**config.mk**
```make
export PLATFORM = sky130hd
export DESIGN_NAME = mips_run_ctrl
export DESIGN_NICKNAME = d
export VERILOG_FILES = /design/src/rtl/mips_run_pkg.sv /design/src/rtl/mips_halt_detect.sv /design/src/rtl/mips_run_ctrl.sv
export SDC_FILE = /design/constraint.sdc
export NUM_CORES = 1
export LEC_CHECK = 0
export BUFFER_PORTS_ARGS = -buffer_cell sky130_fd_sc_hd__buf_4
export CORE_UTILIZATION = 60
export CTS_BUF_LIST = sky130_fd_sc_hd__clkbuf_16
export DETAILED_ROUTE_END_ITERATION = 7
export GPL_TIMING_DRIVEN = 0
export PLACE_DENSITY = 0.95
export SLEW_MARGIN = 20
export SYNTH_ARGS = -nofsm -noshare
export SYNTH_HDL_FRONTEND = slang
export SYNTH_SLANG_ARGS = --single-unit
```
**constraint.sdc**
```tcl
create_clock -name clk -period 4.33 [get_ports clk]
set_input_delay 0.866 -clock clk [delete_from_list [all_inputs] [get_ports clk]]
set_output_delay 0.866 -clock clk [all_outputs]
set_load 0.05 [all_outputs]
```
**src/rtl/mips_run_pkg.sv**
```systemverilog
// Shared definitions for the MIPS run controller.
// Latency: n/a (types, constants and a width helper only).
// Backpressure: n/a.
package mips_run_pkg;

  // Run controller states, in the order a run walks through them.
  typedef enum logic [2:0] {
    IDLE       = 3'd0,
    RESET_HOLD = 3'd1,
    RELEASE    = 3'd2,
    RUN        = 3'd3,
    DONE       = 3'd4
  } run_state_e;

  localparam int DEF_NUM_CH      = 2;
  localparam int DEF_RST_CYCLES  = 5;
  localparam int DEF_STAGGER     = 2;
  localparam int DEF_MAX_CYCLES  = 3000;
  localparam int DEF_HALT_STABLE = 4;
  localparam int DEF_PC_W        = 32;
  localparam int DEF_CNT_W       = 32;
  localparam int DEF_AUTO_START  = 1;

  // Bits needed for a counter that must reach max_val (never less than 1).
  function automatic int cnt_width(input int max_val);
    return (max_val < 2) ? 1 : $clog2(max_val + 1);
  endfunction

endpackage

```
**src/rtl/mips_halt_detect.sv**
```systemverilog
// Halt detector: flags a halt request or a pc that has stayed put for
// HALT_STABLE consecutive RUN samples. Latency: combinational on the
// current sample (history is registered). Backpressure: none.
// Ports: clear (new run), run (state is RUN), pc, halt_req in;
//        halt_by_req (request wins), halt_hit (pc self-loop, no request) out.
module mips_halt_detect
  import mips_run_pkg::*;
#(
  parameter int PC_W        = DEF_PC_W,
  parameter int HALT_STABLE = DEF_HALT_STABLE
) (
  input  logic            clk,
  input  logic            rst,
  input  logic            clear,
  input  logic            run,
  input  logic [PC_W-1:0] pc,
  input  logic            halt_req,
  output logic            halt_hit,
  output logic            halt_by_req
);

  localparam int              ST_W   = cnt_width(HALT_STABLE - 1);
  localparam logic [ST_W-1:0] ST_TOP = ST_W'(HALT_STABLE - 1);

  logic [PC_W-1:0] prev_pc_q, prev_pc_d;
  logic            have_prev_q, have_prev_d;
  logic [ST_W-1:0] stable_q, stable_d;

  always_comb begin
    prev_pc_d   = prev_pc_q;
    have_prev_d = have_prev_q;
    stable_d    = stable_q;
    if (clear) begin
      have_prev_d = 1'b0;
      stable_d    = '0;
    end else if (run) begin
      prev_pc_d   = pc;
      have_prev_d = 1'b1;
      // The first RUN sample has nothing to compare against.
      if (have_prev_q && (pc == prev_pc_q)) begin
        stable_d = (stable_q == ST_TOP) ? ST_TOP : stable_q + 1'b1;
      end else begin
        stable_d = '0;
      end
    end
  end

  // An explicit request outranks the self-loop detection.
  assign halt_by_req = run && halt_req;
  assign halt_hit    = run && !halt_req && (stable_d == ST_TOP);

  always_ff @(posedge clk) begin
    if (rst) begin
      prev_pc_q   <= '0;
      have_prev_q <= 1'b0;
      stable_q    <= '0;
    end else begin
      prev_pc_q   <= prev_pc_d;
      have_prev_q <= have_prev_d;
      stable_q    <= stable_d;
    end
  end

endmodule

```
**src/rtl/mips_run_ctrl.sv**
```systemverilog
// Run controller: holds core resets, releases them staggered, enables the
// cores while running and stops on halt, pc self-loop or cycle budget.
// Latency: all outputs registered, one cycle after the state decision.
// Backpressure: none; start outside IDLE/DONE is ignored.
// Ports: start, halt_req, pc in; core_rst[NUM_CH], core_en, running, done,
//        timeout, cycles, halt_pc out.
module mips_run_ctrl
  import mips_run_pkg::*;
#(
  parameter int NUM_CH      = DEF_NUM_CH,
  parameter int RST_CYCLES  = DEF_RST_CYCLES,
  parameter int STAGGER     = DEF_STAGGER,
  parameter int MAX_CYCLES  = DEF_MAX_CYCLES,
  parameter int HALT_STABLE = DEF_HALT_STABLE,
  parameter int PC_W        = DEF_PC_W,
  parameter int CNT_W       = DEF_CNT_W,
  parameter int AUTO_START  = DEF_AUTO_START
) (
  input  logic              clk,
  input  logic              rst,
  input  logic              start,
  input  logic              halt_req,
  input  logic [PC_W-1:0]   pc,
  output logic [NUM_CH-1:0] core_rst,
  output logic              core_en,
  output logic              running,
  output logic              done,
  output logic              timeout,
  output logic [CNT_W-1:0]  cycles,
  output logic [PC_W-1:0]   halt_pc
);

  // RELEASE phase index at which the last channel comes out of reset.
  localparam int LAST_REL = STAGGER * (NUM_CH - 1);
  localparam int PH_MAX   = (RST_CYCLES - 1 > LAST_REL) ? RST_CYCLES - 1 : LAST_REL;
  localparam int PH_W     = cnt_width(PH_MAX);
  localparam logic [CNT_W:0] BUDGET = (CNT_W + 1)'(MAX_CYCLES);

  run_state_e        state_q, state_d;
  logic [PH_W-1:0]   ph_q, ph_d;
  logic [NUM_CH-1:0] core_rst_q, core_rst_d;
  logic              core_en_q, core_en_d;
  logic              running_q, running_d;
  logic              done_q, done_d;
  logic              timeout_q, timeout_d;
  logic [CNT_W-1:0]  cycles_q, cycles_d;
  logic [PC_W-1:0]   halt_pc_q, halt_pc_d;

  logic clear_run, halt_hit, halt_by_req, budget_hit;

  mips_halt_detect #(
    .PC_W        (PC_W),
    .HALT_STABLE (HALT_STABLE)
  ) u_halt_detect (
    .clk         (clk),
    .rst         (rst),
    .clear       (clear_run),
    .run         (state_q == RUN),
    .pc          (pc),
    .halt_req    (halt_req),
    .halt_hit    (halt_hit),
    .halt_by_req (halt_by_req)
  );

  // Extra top bit keeps the +1 from wrapping when cycles is saturated.
  assign budget_hit = (({1'b0, cycles_q} + 1'b1) == BUDGET);

  always_comb begin
    state_d   = state_q;
    ph_d      = ph_q;
    cycles_d  = cycles_q;
    timeout_d = timeout_q;
    halt_pc_d = halt_pc_q;
    clear_run = 1'b0;

    case (state_q)
      IDLE, DONE: begin
        if (start || ((state_q == IDLE) && (AUTO_START != 0))) begin
          state_d   = RESET_HOLD;
          ph_d      = '0;
          cycles_d  = '0;
          timeout_d = 1'b0;
          clear_run = 1'b1;
        end
      end
      RESET_HOLD: begin
        if (ph_q == PH_W'(RST_CYCLES - 1)) begin
          state_d = RELEASE;
          ph_d    = '0;
        end else begin
          ph_d = ph_q + 1'b1;
        end
      end
      RELEASE: begin
        if (ph_q == PH_W'(LAST_REL)) begin
          state_d = RUN;
        end else begin
          ph_d = ph_q + 1'b1;
        end
      end
      RUN: begin
        cycles_d = (&cycles_q) ? cycles_q : cycles_q + 1'b1;
        if (halt_by_req || halt_hit || budget_hit) begin
          state_d   = DONE;
          halt_pc_d = pc;
          timeout_d = !(halt_by_req || halt_hit);
        end
      end
      default: state_d = IDLE;
    endcase

    // Outputs follow the next state so they line up with it once registered.
    core_rst_d = '0;
    case (state_d)
      IDLE, RESET_HOLD: core_rst_d = '1;
      RELEASE: begin
        for (int i = 0; i < NUM_CH; i++) begin
          core_rst_d[i] = (int'(ph_d) < STAGGER * i);
        end
      end
      default: core_rst_d = '0;
    endcase
    core_en_d = (state_d == RUN);
    running_d = (state_d == RESET_HOLD) || (state_d == RELEASE) || (state_d == RUN);
    done_d    = (state_d == DONE);
  end

  always_ff @(posedge clk) begin
    if (rst) begin
      state_q    <= IDLE;
      ph_q       <= '0;
      core_rst_q <= '1;
      core_en_q  <= 1'b0;
      running_q  <= 1'b0;
      done_q     <= 1'b0;
      timeout_q  <= 1'b0;
      cycles_q   <= '0;
      halt_pc_q  <= '0;
    end else begin
      state_q    <= state_d;
      ph_q       <= ph_d;
      core_rst_q <= core_rst_d;
      core_en_q  <= core_en_d;
      running_q  <= running_d;
      done_q     <= done_d;
      timeout_q  <= timeout_d;
      cycles_q   <= cycles_d;
      halt_pc_q  <= halt_pc_d;
    end
  end

  assign core_rst = core_rst_q;
  assign core_en  = core_en_q;
  assign running  = running_q;
  assign done     = done_q;
  assign timeout  = timeout_q;
  assign cycles   = cycles_q;
  assign halt_pc  = halt_pc_q;

endmodule
```
# After elaboration in Yosys (flattened, before gate mapping)
# Index checks and enable logic that the tools add are counted.
totals:
  output_inout_bits: 70
  word_cells: 79
  ff_bits: 111
  inputBits: 36
op_classes:
  n_eq_ne: 17
  n_mux: 22
  n_bitwise: 1
  order_cmp: 1
  n_reduce_logical: 22
  add_sub_neg: 4
op_table:
  columns: ["op", "n"]
  rows:
  - ["32-bit two-way mux", 2]
  - ["32-bit one-hot mux with 2 select lines", 1]
  - ["32-bit by 1-bit adder with 33-bit output, second input constant", 1]
  - ["33-bit by 12-bit equality test with 1-bit output, second input constant", 1]
  - ["32-bit by 1-bit adder with 32-bit output, second input constant", 1]
  - ["32-bit equality test", 1]
  - ["32-bit AND reduction", 1]
  - ["3-bit two-way mux", 7]
  - ["3-bit by 2-bit equality test with 1-bit output, second input constant", 5]
  - ["3-bit one-hot mux with 4 select lines", 1]
  - ["3-bit equality test, second input constant", 3]
  - ["3-bit one-hot mux with 3 select lines", 1]
  - ["2-bit two-way mux", 4]
  - ["3-bit by 1-bit equality test with 1-bit output, second input constant", 2]
  - ["3-bit zero test", 2]
  - ["2-bit != test, second input constant", 3]
  - ["3-bit AND reduction", 2]
  - ["2-bit OR reduction", 3]
  - ["1-bit logical OR", 5]
  - ["2-bit equality test, second input constant", 2]
  - ["1-bit logical AND", 4]
  - ["1-bit two-way mux", 4]
  - ["2-bit one-hot mux with 2 select lines", 1]
  - ["2-bit AND reduction", 2]
  - ["7 further kinds", 8]

# Logic depth before layout (Yosys ltp)
# Gate-level depths: netlist of run 1.
logic_depth:
  depth_word: 14
  ltp_mapped: 11
  mapped_depth_nobuf: 10

# Cells and area by module
# A second synthesis of run 1 with hierarchy kept.
unflattened:
  cells_unflattened: 759
  area_unflattened_um2: 6100.9
by_module_without_submodules:
  columns: ["mod", "area_each_um2", "instances", "seq_area_each_um2", "cells_each"]
  rows:
  - ["mips_run_ctrl", 4455.5, 1, 1521.5, 548]
  - ["mips_halt_detect", 1645.3, 1, 700.7, 211]

# Worst setup path after synthesis of run 1
# OpenSTA, ideal clock, no wires.
synth_path:
  kind: "reg2reg"
  from: "reg cycles_q[0] (netlist: cycles[0])"
  to: "reg halt_pc_q[10] (netlist: halt_pc[10])"
  path_slack_ps: 1181
  arrival_ps: 3078
  n_path_buf: 2
  synth_period_minus_slack_ps: 3149
  required_time_ps: 4258
  stages_incl_launch_ff: 12
  setup_time_ps: 72
  cell_sequence: "dfxtp_1 ha_1 nand3_2 buf_6 nor3_4 nand3_1 xnor2_1 nor4_1 and3_1 o2bb2ai_4 buf_12 mux2i_1"
synth_via:
  elab_chain_cells: 4
synth_lines:
  columns: ["item", "line", "source"]
  rows:
  - ["start, declared", "mips_run_ctrl.sv:46", "logic [CNT_W-1:0] cycles_q, cycles_d;"]
  - ["start signal, assigned", "mips_run_ctrl.sv:147", "cycles_q <= cycles_d;"]
  - ["32-bit by 1-bit adder with 33-bit output", "mips_run_ctrl.sv:66", "assign budget_hit = (({1'b0, cycles_q} + 1'b1) == BUDGET);"]
  - ["33-bit by 12-bit equality test with 1-bit output", "mips_run_ctrl.sv:66", null]
  - ["1-bit logical OR", "mips_run_ctrl.sv:103", "if (halt_by_req || halt_hit || budget_hit) begin"]
  - ["2-bit AND reduction (no line)", null, null]
  - ["end signal, assigned", "mips_run_ctrl.sv:148", "halt_pc_q <= halt_pc_d;"]
  - ["end, declared", "mips_run_ctrl.sv:47", "logic [PC_W-1:0] halt_pc_q, halt_pc_d;"]
# Every way passes these cells.
# A chain may end at the register's enable or synchronous reset.

# Worst setup path after layout of run 1
layout_path:
  from: "reg cycles_q[0] (netlist: cycles[0])"
  to: "reg halt_pc_q[24] (netlist: halt_pc[24])"
# The elaborated chain is that of the path after synthesis.

==> flow_summary.ini, run 1 <==
[critical_path]
critical-path-top-delay-family = simple AND/OR/NAND/NOR gates
arrival_ps = 3790
crit_end_category = register
critical_path.slowest_cell = nor4_1
critical_path.max_stage_delay_ps = 530
critPathKind = reg -> reg
timing.critical_path.fanout_max = 10
crit_path_buffers_inverters = 2
timing.critical_path.from_type = register
critPathRequiredTime_ps = 4590
timing.critical_path.cells = ha_1 -> nand3_2 -> buf_6 -> nor3_4 -> nand3_1 -> xnor2_1 -> nor4_1 -> and3_1 -> o2bb2ai_4 -> buf_12 -> mux2i_1

[synthesis]
yosysTopAreaCell = dfxtp_1
synthTopCellsByArea = dfxtp_1 38%, nand2_1 10%, a21oi_1 6.3%
synth_simple_gate_area_share_pct = 28.8
synthMuxAreaShare_pct = 5.83
synth-warning-count = 0
flip_flop_and_latch_count_after_synthesis = 111
post-synth-top-area-fraction_pct = 38.0
cell_area_after_synthesis_um2 = 5840
synth_enable_flop_cells = 0
part_of_the_yosys_area_used_for_sequential_elements_pct = 38.0
synth_xor_area_share_pct = 6.60
postSynthNetCount = 779
synth-compound-area-share_pct = 14.6
number_of_instances_in_the_synthesized_netlist = 739
synth-async-reset-ratio_pct = 0
synth-main-ff-cell = dfxtp_1
synth_top_family_by_area = simple AND/OR/NAND/NOR gates
synthesis.area_per_instance_um2 = 7.91
yosys.area_share.adder_pct = 0.857
synth.lib_cells_used.distinct = 65

[final_layout]
post_layout_instance_count_excluding_filler_cells = 988
nets = 894
num-fill-cells = 669
layout-drive-gt1-share_pct = 18.4
footprint_of_the_multi_input_gates_um2 = 3310
num_antenna_cells = 0
syn2layout_area_growth_pct = 21.1
area.sequential_um2 = 2220

[detailed_routing]
detail-route-antenna-nets = 0
drt-total-wl_mm = 18.2
drt_first_iter_violations = 526
routedWlPerCell_um = 18.4
route.detailed.drc = 0
avgViaCountPerCell = 6.20
drt_first_pass_iters = 8
via_count = 6123

[grt]
grt_pass1_vias = 5705
grt_util_all_layers_pct = 36.3
grt_pass1_wl_mm = 28.6
antenna_found_initial = 0
grt_max_degree = 21
grt.overflow.total = 0

[timing]
final-setup-viol-count = 0
layout_min_cycle_time_ps = 3530
finalHoldWorstSlack_ps = 464
final_max_slew_viols = 0
layout_worst_path_cycle_share_pct = 81.5
clock.fmax_mhz = 283
final_count_of_hold_timing_violations = 0
setup-tns-final_ps = 0
relSlewSlack_pct = 48.1
finClkSkew_ps = 14.3
setup_repair_after_global_routing_missed_its_margin = false
worst_slew_pin_slew_ps = 778

[cts]
tritoncts = done
clock_sink_count = 111
postCtsSetupBuffers = 0
path_clk_slew_ps = 80
htree_levels = 3
ctsLongestPathBuffers = 2
cts-resized-gates = 0
cts.root.buffer_cell = clkbuf_16
cts_hold_buf = 0
cts_bufs_inserted = 9
clkLatencyLatePin_ps = 360

[die]
die-width_um = 101
die_area_um2 = 10100
die_y_um = 101
rows = 35
initial_utilization_pct = 62.6
core_um2 = 9330
io-pin-count = 106

[hold_path]
worstHoldPathType = reg -> reg

[status]
outcome = finished, final reports clean

[place]
dp_cells = 972
hpwlAfterDp_mm = 13.2
gp_congestion = 0.979
number_of_port_buffers = 104

[job]
maxCapViolCount = 0

[power]
power.density_cell_area_nw_per_um2 = 278
vdd.ir_drop.worst_mv = 0.237
leakage_nw = 2.70
## path summary, 6_finish.rpt
path,to,cells after the start,start,slack (ps)
setup / recovery,halt_pc[24],11,cycles[0],800
hold / removal,halt_pc[21],2,halt_pc[21],460
hold reg to reg,halt_pc[21],2,halt_pc[21],460
setup reg to reg,halt_pc[24],11,cycles[0],800
## metal layers
| layer | wire length (um) | GRT usage, % | vias to the layer above |
|---|---|---|---|
| li1 | - | - | 2804 |
| met1 | 7390 | 49.1 | 2861 |
| met2 | 8560 | 57.1 | 394 |
| met3 | 1640 | 6.10 | 64 |
| met4 | 625 | 16.2 | 0 |
| met5 | 0 | 0 | - |
## synth_stat cells, types with 3 or more instances
library cell    n
a211oi_1        3
a21o_1          4
a21oi_1        73
a22oi_1         3
a311oi_1        4
a31oi_1         5
and2_1          4
and3_1          7
and4_1          3
buf_12          3
buf_2           8
buf_4           4
clkbuf_1       36
dfxtp_1       111
ha_1            4
inv_1           5
mux2i_1        34
nand2_1       159
nand2b_1        6
nand3_1        23
nand3b_1        3
nand4_1        20
nand4b_1        3
nor2_1         47
nor2b_1         4
nor3_1         12
nor4_1         16
o21ai_0        28
or2_2           4
or3_1          15
or4_1           3
xnor2_1         9
xor2_1         35
## flip-flops by register name, summed over array words and instances, names as in the netlist
signal / count
cycles: 32
halt_pc: 32
u_halt_detect.prev_pc_q: 32
ph_q: 3
state_q: 3
core_rst: 2
u_halt_detect.stable_q: 2
core_en: 1
done: 1
running: 1
timeout: 1
u_halt_detect.have_prev_q: 1
## placed cells by master, fill, tap and decap left out, types with 20 or more instances in the layout
| cell type | n |
|---|---|
| a21oi_1 | 73 |
| buf_4 | 108 |
| clkbuf_1 | 36 |
| dfxtp_1 | 111 |
| mux2i_1 | 34 |
| nand2_1 | 159 |
| nand3_1 | 23 |
| nand4_1 | 20 |
| nor2_1 | 47 |
| o21ai_0 | 28 |
| xor2_1 | 35 |
## where the power goes
part | internal (mW) | switching [mW]
sequential | 1.02 | 0.00115
combinational | 0.0423 | 0.0762
clock | 0.404 | 0.420
total | 1.47 | 0.497
## final cells by class
type                            instances  share of cell area (%)
Buffer                                 55                    4.09
Clock buffer                            9                    3.18
Clock inverter                          7                   0.902
Inverter                                6                   0.318
Multi-Input combinational cell        567                    46.8
Sequential cell                       111                    31.4
Tap cell                              129                    2.28
Timing Repair Buffer                  104                    11.0
## tightest hold or removal path: cells and delay by family, from the launching register on
family        cells  cell delay, ps
simple gates      1              50
flops             1             320
mux               1              50
## cell families after synthesis
logic type                 Yosys count
AOI/OAI and AO/OA                  141
xor gates and xnor gates            44
adders and majority gates            4
buffers and inverters               61
DFF                                111
muxes                               34
and+or+nand+nor                    344
## metrics by stage
stage               util (%)  power, mW  setup WS [ps]  cell area (um2)
floorplan                  -       1.10           1180             5840
global placement        72.7       1.16           1100             6780
detailed placement      72.7       1.16            998             6780
CTS                     75.8       1.96            960             7070
global route            75.8       2.01            640             7070
finish                  75.8       1.97            801             7070
Power figures use the tool's default switching activity.
==> run 2, diff against run 1 <==
--- a/config.mk
+++ b/config.mk
@@ -5,12 +5,13 @@
 export SDC_FILE = /design/constraint.sdc
 export NUM_CORES = 1
 export LEC_CHECK = 0
+export ABC_AREA = 1
 export BUFFER_PORTS_ARGS = -buffer_cell sky130_fd_sc_hd__buf_4
-export CORE_UTILIZATION = 60
+export CORE_UTILIZATION = 51
 export CTS_BUF_LIST = sky130_fd_sc_hd__clkbuf_16
 export DETAILED_ROUTE_END_ITERATION = 7
 export GPL_TIMING_DRIVEN = 0
-export PLACE_DENSITY = 0.95
+export PLACE_DENSITY = 0.88
 export SLEW_MARGIN = 20
 export SYNTH_ARGS = -nofsm -noshare
 export SYNTH_HDL_FRONTEND = slang
==> constraint.sdc (replaced) <==
create_clock -name clk -period 2.9 [get_ports clk]
set_input_delay 0.58 -clock clk [delete_from_list [all_inputs] [get_ports clk]]
set_output_delay 0.58 -clock clk [all_outputs]
set_load 0.05 [all_outputs]
==> run 2 against run 1 <==
Effect of this change:
- clock power grew 54%
- area after synthesis is essentially flat
- largest cell class unchanged
- cell area grew 0.42%
- fmax grew 32%
- register-to-register slack lost 570 ps
- synthesized cell count grew 20%
- utilization shrank 11 points
- flip-flop and latch count is the same
- non-clock buffer count shrank 14
==> flow_summary.ini, run 2 <==
[detailed_routing]
detail-route-antenna-nets = 0
drt_first_pass_iters = 5
via_count = 6163
routedWlPerCell_um = 13.9
drt_first_iter_violations = 404
drt-total-wl_mm = 16.1
avgViaCountPerCell = 5.35
route.detailed.drc = 0

[critical_path]
crit_end_category = register
timing.critical_path.fanout_max = 10
start_point_of_the_critical_path = cycles[1]
critPathKind = reg -> reg
timing.critical_path.from_type = register
arrival_ps = 2940
critPathRequiredTime_ps = 3170
crit-reg2reg-launch = cycles[1]

[timing]
setup-tns-final_ps = 0
finalHoldWorstSlack_ps = 467
finClkSkew_ps = 13.1
layout_min_cycle_time_ps = 2670
worst_slew_pin_slew_ps = 710
final_max_slew_viols = 0
clock.fmax_mhz = 374
final-setup-viol-count = 0
setup_repair_after_global_routing_missed_its_margin = false
layout_worst_path_cycle_share_pct = 92.1
final_count_of_hold_timing_violations = 0
relSlewSlack_pct = 52.7

[final_layout]
nets = 1046
area.sequential_um2 = 2220
num_antenna_cells = 0
post_layout_instance_count_excluding_filler_cells = 1151
syn2layout_area_growth_pct = 21.6
most_common_library_cell_in_the_layout_ignoring_fill_and_taps = nand2_1
layout.cells.most_common_list = 227 x nand2_1, 133 x nor2_1, 111 x dfxtp_1, 105 x buf_4, 93 x a21oi_1
final_design_area_no_fill_um2 = 7100
layout-drive-gt1-share_pct = 15.3
num-fill-cells = 1020
footprint_of_the_multi_input_gates_um2 = 3090

[cts]
cts.root.buffer_cell = clkbuf_16
tritoncts = done
cts_hold_buf = 0
ctsLongestPathBuffers = 2
cts-resized-gates = 0
clkLatencyLatePin_ps = 360
clock_sink_count = 111
cts_bufs_inserted = 9
postCtsSetupBuffers = 0
htree_levels = 3
path_clk_slew_ps = 80

[die]
initial_utilization_pct = 53.2
die-width_um = 109
die_area_um2 = 11900
io-pin-count = 106
rows = 38
core_um2 = 11000
die_y_um = 109

[synthesis]
yosysTopAreaCell = dfxtp_1
synth_simple_gate_area_share_pct = 34.5
postSynthNetCount = 930
synth-async-reset-ratio_pct = 0
synth_top_family_by_area = simple AND/OR/NAND/NOR gates
number_of_instances_in_the_synthesized_netlist = 890
synth-main-ff-cell = dfxtp_1
cell_area_after_synthesis_um2 = 5840
post-synth-top-area-fraction_pct = 38.0
synth.lib_cells_used.distinct = 31
synthMuxAreaShare_pct = 0.171
synth-warning-count = 0
synth-compound-area-share_pct = 13.9
flip_flop_and_latch_count_after_synthesis = 111
synth_top_cells_by_count = 227 x nand2_1, 133 x nor2_1, 111 x dfxtp_1
synthesis.area_per_instance_um2 = 6.57
synth_xor_area_share_pct = 3.45
synth_enable_flop_cells = 0
yosys.area_share.adder_pct = 0.857
yosysMostFrequentCell = nand2_1
part_of_the_yosys_area_used_for_sequential_elements_pct = 38.0
synthTopCellsByArea = dfxtp_1 38%, nand2_1 15%, nor2_1 8.5%

[place]
dp_cells = 1135
gp_congestion = 0.960
number_of_port_buffers = 105
postPlaceCellArea_um2 = 6810
hpwlAfterDp_mm = 11.8

[power]
vdd.ir_drop.worst_mv = 0.378
leakage_nw = 2.98
total_chip_power_mw = 3.35
power.density_cell_area_nw_per_um2 = 471

[hold_path]
worstHoldPathType = reg -> reg
holdCritStartpoint = u_halt_detect.prev_pc_q[28]

[job]
maxCapViolCount = 0

[grt]
grt_pass1_wl_mm = 26.0
grt_util_all_layers_pct = 28.0
antenna_found_initial = 0
grt.overflow.total = 0
grt_max_degree = 19
grt_pass1_vias = 5619

[status]
outcome = finished, final reports clean
## run 2: changes by cell type after synthesis, sizes merged, moves of 20 or more
| cell | delta |
|---|---|
| xor2 | -25 |
| a21oi | +20 |
| inv | +82 |
| nand3 | +27 |
| nand2 | +72 |
| nor2 | +95 |
| mux2i | -33 |
## run 2: layout make-up
| cell class | count | area share [%] |
|---|---|---|
| inverters | 88 | 4.65 |
| repair buffers | 105 | 11.1 |
| plain buffers | 40 | 2.82 |
| clock inverters | 7 | 1.00 |
| clock buffers | 9 | 3.17 |
| well taps | 140 | 2.47 |
| flip-flops and latches | 111 | 31.3 |
| multi-input cells | 651 | 43.5 |
## run 2: critical path: stages (launching register included)
cell and delay (ps):
dfxtp_1 400, ha_1 260, nand2_2 100, nor2_4 150
nand2_4 110, nor2_4 190, nand2_1 80, xor2_1 160
nor2_1 100, nand3_1 100, nor2_1 150, nand2_1 120
nand2_2 100, buf_6 170, buf_6 160, nand3_1 100
nand2_1 100, nor2_1 40
## run 2: kinds of logic (layout without fill, tap and decap cells)
family                   Yosys count  count (layout)
AO/OA/AOI/OAI                    154             154
XOR/XNOR                          23              23
adder cells (fa/ha/maj)            4               4
buffers and inverters            128             249
flip-flops                       111             111
multiplexers                       1               1
AND/OR/NAND/NOR                  469             469
## run 2: through the flow
stage	setup slack (ps)	utilization (%)
6_report	229	64.7
5_1_grt	46.6	64.7
4_1_cts	263	64.7
3_5_place_dp	302	62.0
3_3_place_gp	345	62.0
2_1_floorplan	315	-
## run 2: per-layer routing
metal  GRT usage [%]  vias up  part of all wire, %
li1                -     3086                    -
met1            33.9     2791                   42
met2            49.2      244                   48
met3            4.36       42                  7.6
met4            11.4        0                  2.5
met5               0        -                    0
## run 2: path summary, 6_finish.rpt
kind,to,slack [ps],cells past startpoint
max,halt_pc[7],230,17
min reg2reg,u_halt_detect.prev_pc_q[28],470,2
max reg2reg,halt_pc[7],230,17
min,u_halt_detect.prev_pc_q[28],470,2
## run 2: power by group
part | switching (mW) | leakage, nW | total (mW) | internal [mW]
combinational | 0.320 | 1.92 | 0.478 | 0.158
sequential | 0.0376 | 0.898 | 1.59 | 1.56
clock | 0.599 | 0.155 | 1.27 | 0.676
==> run 3, diff against run 2 <==
--- a/config.mk
+++ b/config.mk
@@ -7,11 +7,11 @@
 export LEC_CHECK = 0
 export ABC_AREA = 1
 export BUFFER_PORTS_ARGS = -buffer_cell sky130_fd_sc_hd__buf_4
-export CORE_UTILIZATION = 51
+export CORE_UTILIZATION = 60
 export CTS_BUF_LIST = sky130_fd_sc_hd__clkbuf_16
 export DETAILED_ROUTE_END_ITERATION = 7
 export GPL_TIMING_DRIVEN = 0
-export PLACE_DENSITY = 0.88
+export PLACE_DENSITY = 0.95
 export SLEW_MARGIN = 20
 export SYNTH_ARGS = -nofsm -noshare
 export SYNTH_HDL_FRONTEND = slang
==> constraint.sdc (replaced) <==
create_clock -name clk -period 3.1 [get_ports clk]
set_input_delay 0.62 -clock clk [delete_from_list [all_inputs] [get_ports clk]]
set_output_delay 0.62 -clock clk [all_outputs]
set_load 0.05 [all_outputs]
==> run 3 against run 2 <==
Effect of this change:
- critical endpoint unchanged
- clock skew shrank 0.81 ps
- combinational power down 5.2%
- largest cell class unchanged
- clock power fell by 9%
- clock-buffer cell count is the same
==> flow_summary.ini, run 3 (synthesis gave the netlist of run 2 again) <==
[status]
outcome = finished, final reports clean

[job]
maxCapViolCount = 0

[final_layout]
layout-drive-gt1-share_pct = 15.4
num_antenna_cells = 0
footprint_of_the_multi_input_gates_um2 = 3090
num-fill-cells = 735
final_design_area_no_fill_um2 = 7080
syn2layout_area_growth_pct = 21.2
area.sequential_um2 = 2220
layout.cells.most_common_list = 227 x nand2_1, 133 x nor2_1, 111 x dfxtp_1, 105 x buf_4, 93 x a21oi_1
nets = 1046
most_common_library_cell_in_the_layout_ignoring_fill_and_taps = nand2_1

[detailed_routing]
via_count = 6379
drt-total-wl_mm = 16.7
avgViaCountPerCell = 5.60
route.detailed.drc = 0
detail-route-antenna-nets = 0
drt_first_pass_iters = 5
drt_first_iter_violations = 474
routedWlPerCell_um = 14.7

[grt]
grt_pass1_wl_mm = 27.4
grt.overflow.total = 0
grt_pass1_vias = 6100
antenna_found_initial = 0
grt_util_all_layers_pct = 34.2
grt_max_degree = 21

[place]
postPlaceCellArea_um2 = 6790
number_of_port_buffers = 105
hpwlAfterDp_mm = 11.9
gp_congestion = 1.01

[timing]
relSlewSlack_pct = 56.7
final_count_of_hold_timing_violations = 0
layout_min_cycle_time_ps = 2670
setup_repair_after_global_routing_missed_its_margin = false
setup-tns-final_ps = 0
clock.fmax_mhz = 374
worst_slew_pin_slew_ps = 649
finClkSkew_ps = 12.3
final-setup-viol-count = 0
layout_worst_path_cycle_share_pct = 86.2
final_max_slew_viols = 0

[power]
leakage_nw = 2.96
power.density_cell_area_nw_per_um2 = 436
vdd.ir_drop.worst_mv = 0.336

[critical_path]
start_point_of_the_critical_path = cycles[1]
critPathRequiredTime_ps = 3350
critPathKind = reg -> reg
crit-reg2reg-launch = cycles[1]
crit_end_category = register
arrival_ps = 2920
timing.critical_path.from_type = register
timing.critical_path.fanout_max = 10

[cts]
htree_levels = 3
cts-resized-gates = 0
tritoncts = done
clkLatencyLatePin_ps = 360
clock_sink_count = 111
ctsLongestPathBuffers = 2
path_clk_slew_ps = 80
cts_hold_buf = 0
cts_bufs_inserted = 9
cts.root.buffer_cell = clkbuf_16
postCtsSetupBuffers = 0

[die]
rows = 35
io-pin-count = 106
core_um2 = 9330
die_area_um2 = 10100
die_y_um = 101
initial_utilization_pct = 62.6
die-width_um = 101

[hold_path]
holdCritStartpoint = u_halt_detect.prev_pc_q[27]
worstHoldPathType = reg -> reg
## run 3: cell types whose count changed in the layout (fill, tap and decap cells not counted)
cell       change
inv_8          +1
clkinv_4       +1
inv_1          -2
clkinv_2       -1
clkinv_8       +1
bufinv_16      -1
## run 3: critical path: stages (launching register included)
cell and delay (ps):
dfxtp_1 410, ha_1 270, nand2_2 100, nor2_4 150, nand2_4 110, nor2_4 180
nand2_1 80, xor2_1 160, nor2_1 90, nand3_1 110, nor2_1 150, nand2_1 110
nand2_2 80, buf_6 170, buf_6 160, nand3_1 90, nand2_1 90, nor2_1 50
## run 3: final cells by class
class | instances | share of cell area (%)
inverters | 88 | 4.66
flip-flops and latches | 111 | 31.4
clock buffers | 9 | 3.18
plain buffers | 40 | 2.83
well taps | 129 | 2.28
repair buffers | 105 | 11.1
multi-input cells | 651 | 43.6
clock inverters | 6 | 0.919
## run 3: layer usage
layer,global-route usage (%),wire length (um),vias up
li1,-,-,3080
met1,40.4,6560,2907
met2,57.6,8070,321
met3,5.96,1370,71
met4,21.5,706,0
met5,0,0,-
## run 3: worst paths after layout
kind | end | slack [ps] | cells past startpoint
worst min-delay path | u_halt_detect.prev_pc_q[27] | 470 | 2
worst max-delay path | halt_pc[7] | 430 | 17
worst min register to register | u_halt_detect.prev_pc_q[27] | 470 | 2
worst max register to register | halt_pc[7] | 430 | 17
## run 3: report_power, final
group / switching [mW] / internal [mW] / leakage, nW
registers: 0.0343 / 1.45 / 0.898
clock network: 0.579 / 0.567 / 0.143
logic: 0.305 / 0.148 / 1.92
## run 3: metrics by stage
stage	utilization, %	hold WS [ps]	setup slack [ps]	instances	power (mW)
final	75.9	475	429	1139	3.09
after floorplan	-	441	515	890	1.81
after global routing	75.9	510	239	1139	3.18
after global placement	72.8	455	552	1124	1.95
after detailed placement	72.8	462	516	1124	1.96
after CTS	75.9	474	494	1139	3.08
